File: src/rtl/branch_resolve_unit.sv
// rtl/branch_resolve_unit.sv - EX-stage branch/jump resolver with wrong-path shadow FSM and statistics
//
// Purpose:
//   Resolves B-type conditions from the ALU flags of A-B and resolves jumps.
//   Drives the fetch redirect and the D/E flushes combinationally in the same cycle.
//   For one cycle after a taken branch or a redirect, the EX instruction is on the
//   wrong path. The SHADOW state ignores that instruction and holds while EX is stalled.
//   Counts evaluated branches and taken branches. Both counters wrap silently.
//
// Optional feature:
//   BRANCH_PRED_EN - adds a 2^PHT_BITS-entry 2-bit saturating pattern history table.
//
// Ports:
//   clk, reset            clock, asynchronous active-low reset
//   ValidE, StallE        EX holds a real instruction / EX stalled this cycle
//   BranchE, JumpE        EX instruction is B-type / JAL-JALR
//   Funct3E               branch condition select
//   N, Z, C, V            ALU flags of A-B (C=1: no borrow)
//   PCE, PCF              EX PC (predictor update index) / fetch PC (predictor lookup)
//   PredTakenE            prediction carried with the EX instruction
//   PCSrcE                redirect fetch this cycle
//   RedirFallE            redirect goes to PCE+4 (predicted taken, resolved not taken)
//   FlushD, FlushE        squash D now / squash E on the next edge
//   PredTakenF            prediction for PCF
//   BranchCount           evaluated branches
//   TakenCount            taken branches
module branch_resolve_unit #(
  parameter int CNT_WIDTH = 32,
  parameter int PHT_BITS  = 4
) (
  input  logic                 clk,
  input  logic                 reset,
  input  logic                 ValidE,
  input  logic                 StallE,
  input  logic                 BranchE,
  input  logic                 JumpE,
  input  logic [2:0]           Funct3E,
  input  logic                 N,
  input  logic                 Z,
  input  logic                 C,
  input  logic                 V,
  input  logic [31:0]          PCE,
  input  logic [31:0]          PCF,
  input  logic                 PredTakenE,
  output logic                 PCSrcE,
  output logic                 RedirFallE,
  output logic                 FlushD,
  output logic                 FlushE,
  output logic                 PredTakenF,
  output logic [CNT_WIDTH-1:0] BranchCount,
  output logic [CNT_WIDTH-1:0] TakenCount
);

  typedef enum logic {
    ST_RUN    = 1'b0,
    ST_SHADOW = 1'b1
  } state_t;

  localparam logic [CNT_WIDTH-1:0] CNT_ONE = {{(CNT_WIDTH-1){1'b0}}, 1'b1};

  state_t               state_q, state_d;
  logic [CNT_WIDTH-1:0] branch_cnt_q, branch_cnt_d;
  logic [CNT_WIDTH-1:0] taken_cnt_q, taken_cnt_d;

  logic cond;
  logic eval;
  logic is_branch;
  logic taken;
  logic redirect;

  always_comb begin
    cond = 1'b0;
    case (Funct3E)
      3'b000:  cond = Z;
      3'b001:  cond = ~Z;
      3'b100:  cond = N ^ V;
      3'b101:  cond = ~(N ^ V);
      3'b110:  cond = ~C;
      3'b111:  cond = C;
      default: cond = 1'b0;
    endcase
  end

  // Gating with reset keeps every combinational output low while reset is held.
  assign eval      = reset & ValidE & ~StallE & (state_q == ST_RUN);
  // When BranchE and JumpE are both high, the instruction behaves as a jump.
  assign is_branch = BranchE & ~JumpE;
  assign taken     = eval & (JumpE | (is_branch & cond));

`ifdef BRANCH_PRED_EN
  localparam int PHT_ENTRIES = 1 << PHT_BITS;

  logic [PHT_ENTRIES-1:0][1:0] pht_q;
  logic [1:0]                  pht_entry_d;
  logic [PHT_BITS-1:0]         rd_idx;
  logic [PHT_BITS-1:0]         wr_idx;

  assign rd_idx     = PCF[PHT_BITS+1:2];
  assign wr_idx     = PCE[PHT_BITS+1:2];
  // A read and a write to the same index in one cycle return the pre-update entry.
  assign PredTakenF = pht_q[rd_idx][1];
  assign redirect   = eval & (JumpE | (is_branch & (cond != PredTakenE)));
  assign RedirFallE = redirect & is_branch & PredTakenE & ~cond;

  always_comb begin
    pht_entry_d = pht_q[wr_idx];
    if (cond && pht_q[wr_idx] != 2'b11) begin
      pht_entry_d = pht_q[wr_idx] + 2'b01;
    end else if (!cond && pht_q[wr_idx] != 2'b00) begin
      pht_entry_d = pht_q[wr_idx] - 2'b01;
    end
  end

  always_ff @(posedge clk or negedge reset) begin
    if (!reset) begin
      pht_q <= {PHT_ENTRIES{2'b01}};
    end else if (eval & is_branch) begin
      pht_q[wr_idx] <= pht_entry_d;
    end
  end
`else
  assign PredTakenF = 1'b0;
  assign redirect   = taken;
  assign RedirFallE = 1'b0;
`endif

  // The prediction inputs are only partly used, or not used at all, depending on the build.
  logic unused_inputs;
  assign unused_inputs = &{1'b0, PCF, PCE, PredTakenE};

  assign PCSrcE = redirect;
  assign FlushD = redirect;
  assign FlushE = redirect;

  always_comb begin
    state_d = state_q;
    case (state_q)
      ST_RUN:    if (taken | redirect) state_d = ST_SHADOW;
      ST_SHADOW: if (!StallE) state_d = ST_RUN;
      default:   state_d = ST_RUN;
    endcase
  end

  always_comb begin
    branch_cnt_d = branch_cnt_q;
    taken_cnt_d  = taken_cnt_q;
    if (eval & is_branch) begin
      branch_cnt_d = branch_cnt_q + CNT_ONE;
      if (cond) taken_cnt_d = taken_cnt_q + CNT_ONE;
    end
  end

  always_ff @(posedge clk or negedge reset) begin
    if (!reset) begin
      state_q      <= ST_RUN;
      branch_cnt_q <= '0;
      taken_cnt_q  <= '0;
    end else begin
      state_q      <= state_d;
      branch_cnt_q <= branch_cnt_d;
      taken_cnt_q  <= taken_cnt_d;
    end
  end

  assign BranchCount = branch_cnt_q;
  assign TakenCount  = taken_cnt_q;

endmodule
File: config.mk
export PLATFORM = sky130hd
export DESIGN_NAME = branch_resolve_unit
export DESIGN_NICKNAME = d
export VERILOG_FILES = /design/src/rtl/branch_resolve_unit.sv
export SDC_FILE = /design/constraint.sdc
export NUM_CORES = 1
export LEC_CHECK = 0
export CAP_MARGIN = 20
export CORE_ASPECT_RATIO = 0.8
export CORE_MARGIN = 5
export CORE_UTILIZATION = 45
export DETAILED_ROUTE_END_ITERATION = 6
export HOLD_SLACK_MARGIN = 0.02
export PLACE_DENSITY = 0.86
export SLEW_MARGIN = 20
export SYNTH_ARGS = -nofsm -noshare
export SYNTH_HDL_FRONTEND = slang
export SYNTH_SLANG_ARGS = --single-unit
File: constraint.sdc
create_clock -name clk -period 2.65 [get_ports clk]
set_input_delay 0.3975 -clock clk [delete_from_list [all_inputs] [get_ports clk]]
set_output_delay 0.3975 -clock clk [all_outputs]
set_load 0.01 [all_outputs]
==> summary by stage, run 1 <==
Outcome
The run finished with clean final reports.

Global route
In the global route stage, overall resource usage came out at 16.3%. The number of global-route vias before repair was 2459. The remaining global-route overflow is 0. The initial antenna violation count is 0. The global-route wire length before repair is 12.0 mm. The pin count of the biggest net entering global routing is 66.

Clock tree
After clock tree synthesis, the clock-pin slew on the worst setup and hold paths is 70 ps. Counting every sink on the clock net gives 65. The clock insertion delay at the later pin of the skew report is 330 ps. The post-cts hold buffer count is 0. The root cell of the clock tree is clkbuf_8. TritonCTS built the clock tree. The H-tree generated during clock tree synthesis spans 3 levels. Counting along the longest clock path gives a buffer depth of 2. Clock tree synthesis inserted a total of 9 buffers. Once the clock tree was built, the setup fixing pass inserted 0 buffers.

Power
In this run, the combinational gates consume 9.8% of the power. The total internal power is 1.55 mW. Total power for the finished layout comes to 2.04 mW. The highest ir drop seen on vdd is 0.000376 V. Power spread over the standard cell area amounts to 480 nW/um^2. Sequential cells account for 52.7% of the total power. The share of power burned in the clock network is 37.5%.

The leakage dissipation is 1.95 nW. The switching power summed over all nets is 0.489 mW. The switching part of the total power is 23.9%.

Worst setup path
STA puts the critical path data arrival time at 2110 ps. The worst register-to-register path has a depth of 5. The setup check on the worst reg-to-reg path leaves a slack of 580 ps. The worst register-to-register path ends at BranchCount[28]. The element type at the critical path end is a primary output. Of all nets on the critical path, the largest fanout is 5.

The worst setup path is of the primary input to primary output kind. The worst setup path startpoint is Funct3E[0]. The startpoint class of the critical path is a primary input. The beginning of the worst register-to-register path is BranchCount[16].

The last element of the critical path is FlushD. For the worst setup path, the data required time is 2250 ps.

Detailed routing
The vias per cell is 5.17. The number of DRC violations after detailed routing is 0. The total length of routed wires is 7.06 mm.

The post-detailed-route count of antenna-violating nets is 0. The final route contains 2397 vias. The routed length per instance is 15.2 um. After the first detailed-routing iteration, the DRC count stood at 74. The first detailed-routing pass ran for 4 iterations.

Cells and area
Relative to the synthesized area, the layout overhead comes to 33.4%. The utilization after layout is 61.8%. In the final design database the tool counted 453 nets. The ratio of cells with drive above 1 in the final layout is 11.9%. The repair_antennas step left the layout with diodes totalling 0.

Die
The width of the die is 104 um. Pin placement for this block handled 147 I/O pins. The core area is 6890 um^2. From bottom edge to top edge, the die measures 85.3 um.

In this run the core area contains 27 standard-cell rows. The total die area is 8890 um^2. The initial cell density of the core is 46.3%.

Timing
In this run the tightest slew margin relative to its limit is 46.2%. Setup repair after global routing left no endpoint under its margin. Setup violations remaining at the end of the flow were counted as 0.

The highest achievable clock rate is 398 MHz. The summed negative setup slack over all endpoints is 0 ps. The count of final max-slew check failures is 0. After layout, the worst path uses 94.8% of the clock period. The slew at the pin closest to its max-slew limit is 806 ps. The number of endpoints with negative hold slack in the final report came to 0. For the final database, setup skew stands at 5.62 ps. The post-layout minimum cycle time is 2510 ps.

Logic synthesis
Counting instances in the post-synthesis netlist gives the leading cell types as dfrtp_1, xor2_1, xnor2_1. The netlist uses 38 different library cells. Of the synthesized area, sequential elements account for 51.0%. The total standard cell area after synthesis is 3190 um^2. Yosys attributes the largest share of cell area to dfrtp_1, xor2_1, xnor2_1, nand3_1, nor4_2. In this run, synthesis inferred 0 flip-flops with an integrated enable.

The area share of the largest cell type after synthesis is 51.0%. Of all cell types, the one taking the most synthesized area is dfrtp_1. For this run, asynchronously set or reset flops after synthesis account for 100%. The Yosys step of the flow raised 0 warnings. The most common cell in the netlist is dfrtp_1.

The most used flip-flop cell after synthesis is dfrtp_1. Dividing the synthesized area by the synthesized cell count gives 11.1 um^2. Counting every instance in the synthesized netlist gives 287. The total of flip-flops plus latches after synthesis is 65.

Hold path
The tightest min-delay check is of the primary input to async pin type.

Place
The count of buffers added on input and output ports is 79. Detailed placement ended at an HPWL of 5.23 mm. Routability-driven placement finished with a final weighted congestion of 0.814.

Flow run
Across the run, the number of max-cap violations was 0.
[per-stage QoR]
step | cell area, um^2 | std cells | setup WS [ps] | hold slack [ps]
final | 4260 | 464 | 138 | 274
after global routing | 4260 | 464 | 36.8 | 339
after CTS | 4250 | 464 | 74.7 | 302
after detailed placement | 4070 | 449 | 74.3 | 460
after global placement | 4070 | 449 | 117 | 457
after floorplan | 3200 | 288 | 662 | 102
[critical path: stages]
cell and delay, ps:
clkdlybuf4s50_1 540, and3b_1 200, a31oi_1 170, nand4_2 140, nand2_2 110, clkdlybuf4s50_1 540
[state kept, by name, indices dropped and copies added, names as in the netlist]
name / flops
TakenCount: 32
BranchCount: 32
state_q: 1
[worst min-delay path by stage]
stage	end	cells past startpoint	startpoint	slack, ps
floorplan	BranchCount[0]	0	reset	100
finish	BranchCount[9]	2	reset	270
global route	state_q	2	reset	340
CTS	BranchCount[15]	2	reset	300
global placement	TakenCount[31]	1	TakenCount[31]	460
detailed placement	TakenCount[31]	1	TakenCount[31]	460
[kinds of logic (layout without fill, tap and decap cells)]
| group | after synthesis | count (layout) | synth area share (%) |
|---|---|---|---|
| AO/OA/AOI/OAI | 4 | 4 | 0.902 |
| XOR/XNOR | 63 | 63 | 17.3 |
| adder cells (fa/ha/maj) | 2 | 2 | 0.784 |
| buffers and inverters | 21 | 110 | 3.21 |
| flip-flops | 65 | 65 | 51.0 |
| multiplexers | 2 | 2 | 0.706 |
| other | 1 | 2 | 0.117 |
| AND/OR/NAND/NOR | 129 | 129 | 26.0 |
[cells in the final DEF, fill, tap and decap left out, drive strengths merged]
cell type and instances:
clkdlybuf4s50 77, dfrtp 65, xor2 36, xnor2 27
nand2 23, nor3 22, nand3 20, nor2 14
nand4 14, clkbuf 13, nor4 12, inv 10
buf 7, and3 6, and4 5, nor2b 3
or3 3, ha 2, conb 2, mux2 2
nor4b 2, and3b 1, a31oi 1, nand3b 1
and4bb 1, o211a 1, o21ai 1, o21bai 1
or3b 1, and2 1, clkinv 1, clkinvlp 1
dlymetal6s2s 1
[layer usage]
| layer | up-vias | GRT usage [%] | part of all wire, % |
|---|---|---|---|
| met5 | - | 0 | 0 |
| met4 | 0 | 5.18 | 0.81 |
| met3 | 5 | 4.03 | 3.7 |
| met2 | 56 | 26.9 | 49 |
| met1 | 1174 | 21.4 | 47 |
| li1 | 1162 | - | - |
[power by group through the flow]
stage	combinational (mW)	sequential, mW	clock [mW]
4_1_cts	0.206	1.08	0.792
3_5_place_dp	0.205	1.09	0
3_3_place_gp	0.200	1.09	0
2_1_floorplan	0.0611	1.10	0
5_1_grt	0.222	1.08	0.838
6_report	0.201	1.08	0.765
[final cells by class]
type	count	area (um^2)
Fill cell	586	2640
Clock inverter	2	12.5
Multi-Input combinational cell	202	1470
Sequential cell	65	1630
Inverter	10	37.5
Tap cell	87	109
Timing Repair Buffer	85	833
Clock buffer	13	169
[what timing repair did]
| action | in CTS | in global routing |
|---|---|---|
| setup endpoints to repair | 0 | 2 |
| endpoints found under the hold margin | 0 | 0 |
| gates resized for setup | 0 | 2 |
Power figures use the tool's default switching activity.
==> inputs of run 2 (changes only) <==
--- a/config.mk
+++ b/config.mk
@@ -6,12 +6,12 @@
 export NUM_CORES = 1
 export LEC_CHECK = 0
 export CAP_MARGIN = 20
-export CORE_ASPECT_RATIO = 0.8
 export CORE_MARGIN = 5
 export CORE_UTILIZATION = 45
 export DETAILED_ROUTE_END_ITERATION = 6
 export HOLD_SLACK_MARGIN = 0.02
 export PLACE_DENSITY = 0.86
+export SKIP_CTS_REPAIR_TIMING = 1
 export SLEW_MARGIN = 20
 export SYNTH_ARGS = -nofsm -noshare
 export SYNTH_HDL_FRONTEND = slang
==> summary by stage, run 2 (same netlist as run 1, synthesis figures left out) <==
Timing
The count of final max-slew check failures is 0. The slew at the pin closest to its max-slew limit is 812 ps. The number of endpoints with negative hold slack in the final report was 0.

Based on the critical path, the design can be clocked at up to 395 MHz. The fraction of the cycle the final worst path needs is 95.6%. The tightest slew margin relative to the limit is 45.9%. The smallest clock period supported by the final layout is computed as 2530 ps. On the final layout, the worst clock skew is 7.32 ps. The worst-case setup margin in the final layout is 118 ps. The summed negative setup slack over all endpoints is 0 ps. Setup repair after global routing left no endpoint under its margin.

Setup violations remaining at the end of the flow were counted as 0.

Power
Internal power comes to 1.50 mW. The clock network is responsible for 36.0% of the overall power. For this design the static power due to leakage is 1.92 nW. The share of total power in combinational logic is 10.1%. In this run switching power makes up 24.7% of total power. IR analysis of the VDD net gives a maximum drop of 0.000334 V. The sequential fraction of design power is 53.9%. Power spread over the standard cell area amounts to 471 nW/um^2. After layout, the design draws a total of 1.99 mW.

The switching power summed over all nets is 0.493 mW.

Clock tree
For the worst-skew pair, the clock arrives at the later sink with an insertion delay of 320 ps. The maximum count of clock buffers along a single path is 2. The clock drives 65 sinks. The clock tree synthesis step divided the H-tree into 3 levels. Clock tree synthesis inserted a total of 9 buffers.

The TritonCTS clock tree is yes. In this run the clock root is driven by a clkbuf_8. The clock transition at the registers of the reported paths is 70 ps.

Worst setup path
The path type of the worst setup path is primary input to primary output. The largest individual stage delay along the critical path comes from the cell clkdlybuf4s50_1. The worst setup path is launched from a primary input. The required time of the critical path is 2250 ps. Traced cell by cell, the critical path runs through clkdlybuf4s50_1, and3b_1, a31oi_1, nand4_2, nand2_1, clkdlybuf4s50_1. The beginning of the worst register-to-register path is BranchCount[16]. The arrival time reported for the critical path endpoint is 2130 ps. The worst setup path startpoint is Funct3E[0].

For the worst flop-to-flop path, the logic depth is 5. The element type at the critical path end is a primary output. The peak fanout along the critical path is 5. The biggest cell delay along the critical path is 580 ps. Among the stages of the critical path, the cell type that occurs most often is clkdlybuf4s50_1. For flop-to-flop paths, the worst setup slack is 600 ps.

Following the worst setup path forward leads to its endpoint at FlushD. The worst register-to-register path ends at BranchCount[28].

Global route
The initial antenna violation count came to 0. The first global-routing pass estimated 11.4 mm of wire. The number of global-route vias before repair is 2335.

Global routing used 16.1% of the available tracks. The pin count of the biggest net entering global routing is 66. The total overflow left after global routing is 0.

Flow run
Max-cap violations in this run came to 0.

Die
In this run the count of I/O pins placed on the die edge is 147. The die height is 94.2 um. The number of core rows is 30. The region available for standard cell placement spans 6830 um^2. The width of the die is 94.2 um. The initial cell density of the core is 46.7%. The die covers 8880 um^2.

Cells and area
Excluding fillers, the count of instances in the completed layout stands at 472. The area used by sequential logic in the layout is 1630 um^2. The number of filler instances in the final layout is 580. 0 antenna diodes ended up in the layout. The library cell used most frequently in the layout, excluding fill and tap cells, is clkdlybuf4s50_1.

In the layout the commonest cells are clkdlybuf4s50_1, dfrtp_1, xor2_1. Relative to the synthesized area, the layout overhead comes to 32.7%. The count of nets after finishing is 452. In the final layout, the multi-input gates occupy 1470 um^2. The ratio of cells with drive above 1 in the final layout is 11.2%.

Detailed routing
For this block, the via count after detailed routing is 2408. The pre-antenna-repair detailed-routing pass consisted of 4 iterations. The post-detailed-route count of antenna-violating nets is 0.

After the first detailed-routing iteration, the DRC count stood at 71. Wires add up to 6.84 mm. The routed length per instance is 14.5 um. Dividing the detail-routed via count by the number of cells gives 5.10. The number of DRC violations after detailed routing is 0.

Hold path
The type of the tightest min-delay check is primary input to async pin.

Place
Summed over all nets, the half-perimeter wirelength after detailed placement is 5.02 mm. The congestion estimate from routability-driven global placement came to 0.810. The post-placement setup slack is 93.2 ps. Once placement completed, the tool counted placed cells totaling 457. In this run the tool buffered the top-level ports with 79 buffer cells.

Outcome
The run finished with clean final reports.
[run 2: cell type report]
| type | instances | share of cell area [%] |
|---|---|---|
| clock buffer | 12 | 3.43 |
| sequential | 65 | 38.4 |
| clock inverter | 3 | 0.413 |
| timing repair buffer | 84 | 19.4 |
| inverter | 10 | 0.886 |
| multi-input combinational | 202 | 34.6 |
| tap | 96 | 2.84 |
[run 2: worst min path at each step]
stage	end	slack, ps	cells past startpoint
2_1_floorplan	BranchCount[0]	100	0
3_3_place_gp	TakenCount[31]	460	1
3_5_place_dp	TakenCount[31]	460	1
4_1_cts	TakenCount[6]	360	2
5_1_grt	TakenCount[18]	390	2
6_report	TakenCount[19]	340	2
[run 2: power groups by stage]
stage	Combinational, mW	Clock [mW]	Sequential, mW
final	0.201	0.718	1.07
after global routing	0.226	0.770	1.08
after CTS	0.206	0.728	1.07
after detailed placement	0.205	0	1.09
after global placement	0.200	0	1.09
after floorplan	0.0611	0	1.10
[run 2: per-stage QoR]
| stage | hold WS (ps) | instance area, um^2 | util, % |
|---|---|---|---|
| after floorplan | 102 | 3200 | - |
| after global placement | 455 | 4070 | 59.6 |
| after detailed placement | 457 | 4070 | 59.6 |
| after CTS | 356 | 4240 | 62.0 |
| after global routing | 390 | 4240 | 62.0 |
| final | 336 | 4240 | 62.0 |
[run 2: metal layers]
layer | GRT usage [%] | routed length [um]
met1 | 21.7 | 3110
met2 | 25.3 | 3330
met4 | 5.42 | 46
met5 | 0 | 0
met3 | 3.93 | 358
[run 2: critical path: cells and delay by family]
family	cells	cell delay, ps
AND/OR/NAND/NOR	3	450
AO/OA/AOI/OAI	1	170
buffers and inverters	2	1110
